**src/rtl/frame_sched_pkg.sv**
```systemverilog
`default_nettype none
// =============================================================================
// frame_sched_pkg : shared state type and constants for frame_write_scheduler
// Rev 1.0
// =============================================================================
package frame_sched_pkg;

  typedef enum logic [1:0] {
    IDLE = 2'd0,
    SEEK = 2'd1,
    DRAW = 2'd2,
    DONE = 2'd3
  } sched_state_t;

  localparam int DEFAULT_TIMEOUT_CYCLES = 400000;

  // cur must reach NUM_SOURCES itself, which marks the end of a pass.
  function automatic int cur_width(input int num_sources);
    return $clog2(num_sources + 1);
  endfunction

endpackage
`default_nettype wire

```
**src/rtl/sched_watchdog.sv**
```systemverilog
`default_nettype none
// =============================================================================
// sched_watchdog : clear/enable cycle timer, expired is high at TIMEOUT_CYCLES-1
// Rev 1.0
// =============================================================================
module sched_watchdog
  import frame_sched_pkg::*;
#(
  parameter int TIMEOUT_CYCLES = DEFAULT_TIMEOUT_CYCLES
) (
  input  logic clk,
  input  logic resetN,
  input  logic clr,
  input  logic en,
  output logic expired
);

  localparam int CNT_W = (TIMEOUT_CYCLES > 1) ? $clog2(TIMEOUT_CYCLES) : 1;
  localparam logic [CNT_W-1:0] LAST = CNT_W'(TIMEOUT_CYCLES - 1);

  logic [CNT_W-1:0] count_q, count_d;
  logic             expired_q, expired_d;

  // The count parks at LAST so a stalled enable can never wrap and re-arm.
  always_comb begin
    count_d   = count_q;
    expired_d = expired_q;
    if (clr) begin
      count_d   = '0;
      expired_d = 1'b0;
    end else if (en && (count_q != LAST)) begin
      count_d   = count_q + 1'b1;
      expired_d = (count_d == LAST);
    end
  end

  always_ff @(posedge clk) begin
    if (!resetN) begin
      count_q   <= '0;
      expired_q <= 1'b0;
    end else begin
      count_q   <= count_d;
      expired_q <= expired_d;
    end
  end

  assign expired = expired_q;

endmodule
`default_nettype wire

```
**src/rtl/frame_write_scheduler.sv**
```systemverilog
`default_nettype none
// =============================================================================
// frame_write_scheduler : per-frame ascending-ID arbiter for the frame-buffer write port
// Rev 1.0
// =============================================================================
module frame_write_scheduler
  import frame_sched_pkg::*;
#(
  parameter int NUM_SOURCES      = 3,
  parameter int SOURCE_SEL_ADDRW = 2,
  parameter int TIMEOUT_CYCLES   = DEFAULT_TIMEOUT_CYCLES,
  parameter int OVR_CNT_W        = 8
) (
  input  logic                        clk,
  input  logic                        resetN,
  input  logic                        frame,
  input  logic [NUM_SOURCES-1:0]      src_req,
  input  logic [NUM_SOURCES-1:0]      src_done,
  output logic [NUM_SOURCES-1:0]      src_start,
  output logic [NUM_SOURCES-1:0]      src_abort,
  output logic                        grant_valid,
  output logic [SOURCE_SEL_ADDRW-1:0] write_source_sel,
  output logic                        frame_complete,
  output logic [OVR_CNT_W-1:0]        overrun_cnt,
  output logic [NUM_SOURCES-1:0]      timeout_flags
);

  localparam int CUR_W = cur_width(NUM_SOURCES);
  localparam logic [CUR_W-1:0] END_IDX = CUR_W'(NUM_SOURCES);

  sched_state_t                state_q, state_d;
  logic [CUR_W-1:0]            cur_q, cur_d;
  logic [NUM_SOURCES-1:0]      src_start_q, src_start_d;
  logic [NUM_SOURCES-1:0]      src_abort_q, src_abort_d;
  logic                        grant_valid_q, grant_valid_d;
  logic [SOURCE_SEL_ADDRW-1:0] sel_q, sel_d;
  logic                        frame_complete_q, frame_complete_d;
  logic [OVR_CNT_W-1:0]        overrun_cnt_q, overrun_cnt_d;
  logic [NUM_SOURCES-1:0]      timeout_flags_q, timeout_flags_d;

  logic [NUM_SOURCES-1:0]      cur_oh;
  logic                        req_cur;
  logic                        done_cur;
  logic                        wd_expired;
  logic [OVR_CNT_W-1:0]        ovr_inc;

  sched_watchdog #(
    .TIMEOUT_CYCLES(TIMEOUT_CYCLES)
  ) u_watchdog (
    .clk    (clk),
    .resetN (resetN),
    .clr    (state_q != DRAW),
    .en     (state_q == DRAW),
    .expired(wd_expired)
  );

  // cur == NUM_SOURCES decodes to all zeros, so req/done lookups are safe there.
  always_comb begin
    cur_oh = '0;
    for (int i = 0; i < NUM_SOURCES; i++) begin
      cur_oh[i] = (cur_q == CUR_W'(i));
    end
  end

  assign req_cur  = |(src_req & cur_oh);
  assign done_cur = |(src_done & cur_oh);
  assign ovr_inc  = (&overrun_cnt_q) ? overrun_cnt_q : overrun_cnt_q + 1'b1;

  always_comb begin
    state_d          = state_q;
    cur_d            = cur_q;
    src_start_d      = '0;
    src_abort_d      = '0;
    grant_valid_d    = grant_valid_q;
    sel_d            = sel_q;
    frame_complete_d = frame_complete_q;
    overrun_cnt_d    = overrun_cnt_q;
    timeout_flags_d  = timeout_flags_q;
    case (state_q)
      IDLE: begin
        if (frame) begin
          cur_d   = '0;
          state_d = SEEK;
        end
      end
      SEEK: begin
        if (frame) begin
          overrun_cnt_d = ovr_inc;
          cur_d         = '0;
        end else if (cur_q == END_IDX) begin
          state_d          = DONE;
          frame_complete_d = 1'b1;
        end else if (req_cur) begin
          state_d       = DRAW;
          src_start_d   = cur_oh;
          grant_valid_d = 1'b1;
          sel_d         = SOURCE_SEL_ADDRW'(cur_q);
        end else begin
          cur_d = cur_q + 1'b1;
        end
      end
      DRAW: begin
        // A new frame outranks both completion and timeout of the current grant.
        if (frame) begin
          overrun_cnt_d = ovr_inc;
          src_abort_d   = cur_oh;
          grant_valid_d = 1'b0;
          cur_d         = '0;
          state_d       = SEEK;
        end else if (done_cur) begin
          grant_valid_d = 1'b0;
          cur_d         = cur_q + 1'b1;
          state_d       = SEEK;
        end else if (wd_expired) begin
          src_abort_d     = cur_oh;
          timeout_flags_d = timeout_flags_q | cur_oh;
          grant_valid_d   = 1'b0;
          cur_d           = cur_q + 1'b1;
          state_d         = SEEK;
        end
      end
      DONE: begin
        if (frame) begin
          frame_complete_d = 1'b0;
          cur_d            = '0;
          state_d          = SEEK;
        end
      end
      default: state_d = IDLE;
    endcase
  end

  always_ff @(posedge clk) begin
    if (!resetN) begin
      state_q          <= IDLE;
      cur_q            <= '0;
      src_start_q      <= '0;
      src_abort_q      <= '0;
      grant_valid_q    <= 1'b0;
      sel_q            <= '0;
      frame_complete_q <= 1'b0;
      overrun_cnt_q    <= '0;
      timeout_flags_q  <= '0;
    end else begin
      state_q          <= state_d;
      cur_q            <= cur_d;
      src_start_q      <= src_start_d;
      src_abort_q      <= src_abort_d;
      grant_valid_q    <= grant_valid_d;
      sel_q            <= sel_d;
      frame_complete_q <= frame_complete_d;
      overrun_cnt_q    <= overrun_cnt_d;
      timeout_flags_q  <= timeout_flags_d;
    end
  end

  assign src_start        = src_start_q;
  assign src_abort        = src_abort_q;
  assign grant_valid      = grant_valid_q;
  assign write_source_sel = sel_q;
  assign frame_complete   = frame_complete_q;
  assign overrun_cnt      = overrun_cnt_q;
  assign timeout_flags    = timeout_flags_q;

endmodule
`default_nettype wire
```
**config.mk**
```make
export PLATFORM = sky130hd
export DESIGN_NAME = frame_write_scheduler
export DESIGN_NICKNAME = d
export VERILOG_FILES = /design/src/rtl/frame_sched_pkg.sv /design/src/rtl/sched_watchdog.sv /design/src/rtl/frame_write_scheduler.sv
export SDC_FILE = /design/constraint.sdc
export NUM_CORES = 1
export LEC_CHECK = 0
export BUFFER_PORTS_ARGS = -buffer_cell sky130_fd_sc_hd__buf_2
export CAP_MARGIN = 25
export CORE_AREA = 2 2 75 77
export CTS_CLUSTER_DIAMETER = 50
export DETAILED_ROUTE_END_ITERATION = 10
export DIE_AREA = 0 0 77 79
export PLACE_DENSITY = 0.62
export SLEW_MARGIN = 20
export SYNTH_ARGS = -nofsm -noshare
export SYNTH_HDL_FRONTEND = slang
export SYNTH_SLANG_ARGS = --single-unit
export TNS_END_PERCENT = 100
```
**constraint.sdc**
```tcl
create_clock -name clk -period 4.95 [get_ports clk]
set_input_delay 0.2475 -clock clk [delete_from_list [all_inputs] [get_ports clk]]
set_output_delay 0.2475 -clock clk [all_outputs]
set_load 0.01 [all_outputs]
```
-- Word-level counts from Yosys, hierarchy flattened
Cells that the tools add are included.
W data, S select, Z words.
- register bits after elaboration: 45
- bits of input ports: 9
- output and inout port bits: 21
- word-level logic and storage cells: 93
- add/subtract/negate cells: 3
- equal/unequal tests: 19
- muxes and demuxes: 30
- bitwise gates (word level): 10
- reductions and logical operators: 20
- operator list (operator ; number):
    $mux W2 ; 14
    $reduce_and A4 Y1 ; 5
    $add A19 B1 Y19 const B ; 1
    $eq A19 B19 Y1 const B ; 1
    $ne A19 B19 Y1 const B ; 1
    $ne A2 B2 Y1 const B ; 6
    $pmux W2 S3 ; 2
    $mux W1 ; 9
    $mux W3 ; 3
    $ne A3 B3 Y1 const B ; 3
    $add A8 B1 Y8 const B ; 1
    $eq A2 B2 Y1 const B ; 4
    $reduce_and A8 Y1 ; 1
    $not A1 Y1 ; 7
    $and A3 B3 Y3 ; 2
    $reduce_or A2 Y1 ; 3
    $reduce_or A3 Y1 ; 2
    $reduce_and A5 Y1 ; 1
    $reduce_or A5 Y1 ; 1
    $eq A2 B1 Y1 const B ; 2
    $logic_not A2 Y1 ; 2
    $ne A4 B4 Y1 const B ; 1
    $pmux W1 S2 ; 2
    $reduce_bool A2 Y1 ; 2
    6 further kinds ; 6

-- Depth between registers and ports, before layout
Gate-level depths: netlist of run 1.
- depth in word-level cells: 7
- mapped depth: 8
- gate-level depth less buffers: 8

-- Modules after synthesis
A second synthesis of run 1 with hierarchy kept.
- cell total of the unflattened synthesis: 259
- area, all modules: 2317.2 um^2
- modules (own cells, without submodules) (module ; instances ; cells an instance ; area each (um^2) ; sequential area each (um^2)):
    frame_write_scheduler ; 1 ; 129 ; 1189.9 ; 500.5
    sched_watchdog ; 1 ; 130 ; 1127.3 ; 400.4

-- Worst setup path after synthesis of run 1
OpenSTA, ideal clock, no wires.
- kind: flip-flop to flip-flop
- start point: register cur_q[0]
- end point: register state_q[1]
- library setup time: 0.128 ns
- data arrival time: 1.798 ns
- required time: 4.822 ns
- path slack: 3.024 ns
- stages on the path, launching flop included: 9
- buffers on the path: 0
- period minus slack after synthesis: 1.926 ns
- cell sequence: dfxtp_1 > inv_1 > ha_1 > a222oi_1 > nand2b_1 > and2_1 > o221ai_1 > mux2i_1 > nor2_1
- word-level cells in the longest chain between the ends: 6
- elaborated cells between the ends (all ways): 16
- classes of those cells: eq/ne (5); mux (5); bitwise (2); reduce/logical (4)
- RTL lines (element ; line ; text):
    start: declaration ; frame_write_scheduler.sv:32 ; logic [CUR_W-1:0] cur_q, cur_d;
    start signal: assignment ; frame_write_scheduler.sv:146 ; cur_q <= cur_d;
    $logic_not A2 Y1 (*) ; frame_write_scheduler.sv:61 ; cur_oh[i] = (cur_q == CUR_W'(i));
    via cur_oh[0] ; frame_write_scheduler.sv:41 ; logic [NUM_SOURCES-1:0] cur_oh;
    $and A3 B3 Y3 ; frame_write_scheduler.sv:66 ; assign done_cur = |(src_done & cur_oh);
    $reduce_or A3 Y1 ; frame_write_scheduler.sv:66 ;
    $mux W2 ; frame_write_scheduler.sv:110 ; end else if (done_cur) begin
    $mux W2 ; frame_write_scheduler.sv:104 ; if (frame) begin
    $pmux W2 S3 ; frame_write_scheduler.sv:79 ; case (state_q)
    end signal: assignment ; frame_write_scheduler.sv:145 ; state_q <= state_d;
    end: declaration ; frame_write_scheduler.sv:31 ; sched_state_t state_q, state_d;
Mark *: on every way through the listed nets, which the timed path passes. The rest lies on a longest branch. The select of a mux whose other input is x is not followed.
A chain may end at the register's enable or synchronous reset.

-- Worst setup path after layout of run 1
- start point: register u_watchdog.count_q[0]
- end point: register u_watchdog.expired_q, in the netlist u_watchdog.expired
- word-level cells in the longest chain between the ends: 2
- elaborated cells between the ends (all ways): 4
- classes of those cells: add/sub (1); eq/ne (2); reduce/logical (1)
- RTL lines (element ; line ; text):
    start: declaration ; sched_watchdog.sv:21 ; logic [CNT_W-1:0] count_q, count_d;
    start signal: assignment ; sched_watchdog.sv:42 ; count_q <= count_d;
    $add A19 B1 Y19 or $ne A19 B19 Y1 (tied branches) ; sched_watchdog.sv:32, sched_watchdog.sv:31 ;
    $eq A19 B19 Y1 or $logic_and A1 B1 Y1 (tied branches) ; sched_watchdog.sv:33, sched_watchdog.sv:31 ;
    end signal: assignment ; sched_watchdog.sv:43 ; expired_q <= expired_d;
    end: declaration ; sched_watchdog.sv:22 ; logic expired_q, expired_d;
Parallel ways exist; a longest one is shown, timed or not.

==> results.cfg, run 1 <==
[clocking]
path_clk_slew_ns = 0.08
insertion_delay_ns = 0.30
cts_tree = yes
cts-buffers-inserted = 5
ctsHtreeMaxLevel = 2
post-cts-setup-buffers = 0
cts_hold_buf = 0
cts.sinks = 45
cts_buffer_depth = 2
root_buffer = clkbuf_8
cts.repair.resized = 0

[placed_design]
hpwl_um = 3483
dp_slack_ns = 2.737
io_buffers = 29
gp_congestion = 0.8771

[yosys]
avgSynthCellArea_um2 = 8.822
synth_enable_flop_cells = 0
yosys.area.top_type = dfxtp_1
ys_async_sr_fraction_pct = 0
synth_nets = 276
syn_area_um2 = 2267
ys.flop_type = dfxtp_1
ys_types = 43
yosysSeqAreaShare_pct = 39.74
synthesis.instances = 257
yosys_warnings = 0
synthTopCellsByArea = dfxtp_1 (40%), a21oi_1 (6.0%), xnor2_1 (5.8%), ha_1 (5.5%), nor2_1 (4.8%)
synth_top_area_share_pct = 39.74
synth_seq_cells = 45

[drt]
viasPerCell = 5.308
ant_nets = 0
first_pass_iters = 4
drcViolationCount = 0
finalWirelength_um = 4731
wl_per_cell_um = 13.25
first_iter_violations = 104
vias = 1895

[timing]
tightestPinTransition_ns = 0.8284
period_minus_slack_ns = 2.221
setup_tns_ns = 0
slew-limit-headroom_pct = 44.35
timing.fmax_mhz = 450.3
period_share_pct = 44.86
maxSlewViolCount = 0
timing.final.hold_violations = 0
rsz0062_at_grt = false
timing.final.ws_setup_ns = 2.729
skew_ns = 0.009683
setup_viol = 0

[pwr]
ir_drop_mv = 0.2308
p_leak_uw = 0.0009999
p_per_area_nw_per_um2 = 359.3

[grt]
grt.total_usage_pct = 16.50
antenna_found_initial = 0
overflow = 0
grt_pass1_vias = 1737
grt_max_degree = 17
grt_first_pass_wirelength_um = 8100

[worst_setup_path]
r2r-start = u_watchdog.count_q[0]
cp.arrival_ns = 2.44
endpoint_kind = flop
crit_path_start_kind = flop
path_max_fanout = 7
crit_required_ns = 5.17
crit_path_start = u_watchdog.count_q[0]
worst-setup-path-type = flop to flop

[floorplan]
start_util_pct = 42.48
die_area_um2 = 6083
io-pin-count = 30
num_rows = 27
fp.coreArea_um2 = 5338
fp.dieH_um = 79
die_w_um = 77

[cells_and_area]
final_cell_mix = dfxtp_1 (45), nor2_1 (29), buf_2 (29)
syn2layout_area_growth_pct = 12.86
diodes = 0
drive_above_1_share_pct = 15.79
final_common_cell = dfxtp_1
nets = 304

[worst_hold_path]
min_from = frame
hp-class = primary input to flop

[job]
cap_violations = 0

[outcome]
status = completed
## sequential cells by signal, summed over array words and instances (netlist names)
register	cells
write_source_sel	2
timeout_flags	3
grant_valid	1
u_watchdog.expired	1
overrun_cnt	8
u_watchdog.count_q	19
frame_complete	1
src_start	3
cur_q	2
state_q	2
src_abort	3
## worst paths after layout
check / cells past startpoint / endpoint / slack (ns)
setup / recovery: 7 / u_watchdog.expired / 2.73
hold / removal: 4 / frame_complete / 0.31
setup reg to reg: 7 / u_watchdog.expired / 2.73
hold reg to reg: 2 / timeout_flags[1] / 0.47
## per-layer routing
| metal | GRT usage (%) | part of all wire, % | wire [µm] | up-vias |
|---|---|---|---|---|
| met5 | 0 | 0 | 0 | - |
| met4 | 5.893 | 0.97 | 46 | 0 |
| met3 | 4.091 | 3.5 | 166 | 4 |
| met2 | 26.40 | 46 | 2167 | 34 |
| met1 | 21.71 | 50 | 2351 | 891 |
| li1 | - | - | - | 966 |
## where the power goes
group	switching, µW	internal (µW)
Combinational	139	100
Clock	120	110
Sequential	49.4	401
## metrics by stage
| step | power (µW) | cell area (µm²) | util, % | instances | hold slack (ns) |
|---|---|---|---|---|---|
| 2_1_floorplan | 638.1 | 2267 | - | 257 | 0.4377 |
| 3_3_place_gp | 694.8 | 2469 | 46.25 | 350 | 0.4471 |
| 3_5_place_dp | 695.4 | 2469 | 46.25 | 350 | 0.4540 |
| 4_1_cts | 927.4 | 2559 | 47.94 | 357 | 0.2996 |
| 5_1_grt | 982.9 | 2559 | 47.94 | 357 | 0.3319 |
| 6_report | 919.3 | 2559 | 47.94 | 357 | 0.3111 |
## worst max-delay path: stages, from the launching register on
cell and delay [ns]:
dfxtp_1 0.46, ha_1 0.29, nand3_1 0.24, nor4_1 0.42, xnor2_1 0.18, nor3b_1 0.26
o2111ai_2 0.16, o22ai_2 0.14
## cells by family after synthesis
| family | count (synthesis) | synth area share, % |
|---|---|---|
| AOI/OAI and AO/OA | 49 | 14.51 |
| xor gates and xnor gates | 24 | 9.272 |
| adders and majority gates | 10 | 5.519 |
| buffers and inverters | 18 | 3.145 |
| DFF | 45 | 39.73 |
| muxes | 5 | 2.208 |
| and+or+nand+nor | 106 | 25.61 |
## synthesized netlist by cell type, drive strengths merged, types with 3 or more instances
cell	n
a211oi	3
a21oi	27
and2	8
and3	9
buf	4
clkbuf	4
dfxtp	45
ha	10
inv	10
mux2i	5
nand2	18
nand2b	4
nand3	9
nand4	9
nor2	29
nor3	3
nor3b	5
nor4	4
o21ai	4
o22ai	3
xnor2	15
xor2	9
## area by class of cell
type / instances / area (µm²)
inverters: 10 / 37.54
multi-input cells: 194 / 1295
clock inverters: 1 / 7.507
fillers: 558 / 2779
well taps: 72 / 90.09
clock buffers: 6 / 82.58
flip-flops and latches: 45 / 900.9
repair buffers: 29 / 145.1
Power figures use the tool's default switching activity.
==> run 2: changes to the inputs <==
==> constraint.sdc (replaced) <==
create_clock -name clk -period 2.3 [get_ports clk]
set_input_delay 0.115 -clock clk [delete_from_list [all_inputs] [get_ports clk]]
set_output_delay 0.115 -clock clk [all_outputs]
set_load 0.01 [all_outputs]
==> run 2 against run 1 <==
Compared with the run above:
- sequential cell count stayed put
- die area is the same
- wire length rose by 4.2%
- combinational power up 130%
- fmax grew 3.9%
- clock-buffer cell count decreased by 1
- sequential power up 120%
- largest power group unchanged
==> results.cfg, run 2 (synthesized netlist as in run 1, its figures left out) <==
[worst_hold_path]
hp-class = primary input to flop
min_path_cells = 2

[clocking]
ctsHtreeMaxLevel = 2
post-cts-setup-buffers = 0
path_clk_slew_ns = 0.09
cts-buffers-inserted = 5
insertion_delay_ns = 0.31
root_buffer = clkbuf_8
cts.sinks = 45
cts_hold_buf = 0
cts_tree = yes
cts_buffer_depth = 2

[outcome]
status = completed

[pwr]
ir_drop_mv = 0.3825
power.internal_uw = 1437
p_clk_share_pct = 29.0
p_leak_uw = 0.001064
swShare_pct = 33.22
power.net_switching_uw = 714.9
p_per_area_nw_per_um2 = 809.0
p_comb_share_pct = 25.8
seqPwrFrac_pct = 45.2

[timing]
period_share_pct = 92.96
tightestPinTransition_ns = 0.5039
period_minus_slack_ns = 2.138
maxSlewViolCount = 0
timing.final.hold_violations = 0
setup_tns_ns = 0
whs_ns = 0.1849
timing.fmax_mhz = 467.7
skew_ns = 0.01017
slew-limit-headroom_pct = 66.37
setup_viol = 0

[floorplan]
fp.coreArea_um2 = 5338
io-pin-count = 30
num_rows = 27
die_w_um = 77
fp.dieH_um = 79
die_area_um2 = 6083
start_util_pct = 42.48

[drt]
first_pass_iters = 4
finalWirelength_um = 4929
drcViolationCount = 0
vias = 1921
viasPerCell = 5.234
first_iter_violations = 104
ant_nets = 0
wl_per_cell_um = 13.43

[worst_setup_path]
crit_required_ns = 2.48
worstPathCellList = inv_1 -> ha_1 -> a222oi_1 -> nand2b_1 -> and2_1 -> o221ai_2 -> mux2i_1 -> nor2_1
crit_path_start_kind = flop
critical_path.slowest_cell = dfxtp_1
path_max_fanout = 5
endpoint_kind = flop
rr_worst_depth = 8
worst-setup-path-type = flop to flop
cp.arrival_ns = 2.32
critPathMaxStageDelay_ns = 0.42

[job]
cap_violations = 0

[cells_and_area]
final_common_cell = dfxtp_1
syn2layout_area_growth_pct = 17.33
diodes = 0
fillerInstances = 532
final_cell_mix = dfxtp_1 (44), nor2_1 (29), buf_2 (29)
largest_reg_flops = 19
stdcell_area_um2 = 2660
top_register = u_watchdog.count_q
drive_above_1_share_pct = 19.32
nets = 313
instances_no_fill = 367

[grt]
grt_max_degree = 17
overflow = 0
grt.total_usage_pct = 17.22
grt_pass1_vias = 1886
antenna_found_initial = 0
grt_first_pass_wirelength_um = 8535

[placed_design]
io_buffers = 29
gp_congestion = 0.8792
hpwl_um = 3608
dp_cells = 359
dpl_cell_area_um2 = 2536
[run 2: worst max-delay path, delay by kind of cell, from the launching register on]
kind	cells	cell delay [ns]
compound gates	2	0.66
mux	1	0.22
buf+inv	1	0.09
fa+ha+maj	1	0.24
simple gates	3	0.38
flops	1	0.42
[run 2: what timing repair did]
action | in CTS | in global routing
endpoints found under the setup margin | 0 | 2
gates resized for setup | 0 | 2
endpoints found under the hold margin | 0 | 0
[run 2: routing by layer]
metal | global-route usage [%] | routed length, µm | vias up
li1 | - | - | 984
met1 | 21.91 | 2419 | 883
met2 | 28.86 | 2253 | 46
met3 | 3.864 | 184 | 8
met4 | 6.071 | 72 | 0
met5 | 0 | 0 | -
[run 2: layout make-up]
cell class / count / area [µm²] / share of cell area [%]
multi-input cells: 194 / 1301 / 48.92
clock buffers: 5 / 68.82 / 2.587
clock inverters: 3 / 47.55 / 1.787
flip-flops and latches: 45 / 902.1 / 33.91
repair buffers: 38 / 212.7 / 7.996
well taps: 72 / 90.09 / 3.387
inverters: 10 / 37.54 / 1.411
[run 2: final timing paths]
| path | startpoint | to | slack, ns |
|---|---|---|---|
| setup reg to reg | cur_q[1] | state_q[1] | 0.16 |
| hold / removal | resetN | overrun_cnt[6] | 0.18 |
| hold reg to reg | timeout_flags[1] | timeout_flags[1] | 0.48 |
| setup / recovery | cur_q[1] | state_q[1] | 0.16 |
[run 2: power groups by stage]
stage	logic [µW]	registers, µW	clock network, µW
6_report	554	973	624
5_1_grt	621	987	681
4_1_cts	542	970	640
3_3_place_gp	533	985	0
3_5_place_dp	539	988	0
2_1_floorplan	417	956	0
[run 2: stage by stage]
| stage | power [µW] | utilization, % | setup WS, ns |
|---|---|---|---|
| final | 2152 | 49.84 | 0.1619 |
| after CTS | 2151 | 49.70 | 0.09394 |
| after global placement | 1518 | 47.52 | 0.2440 |
| after floorplan | 1373 | - | 0.3744 |
| after detailed placement | 1527 | 47.52 | 0.1374 |
| after global routing | 2289 | 49.84 | -0.03335 |
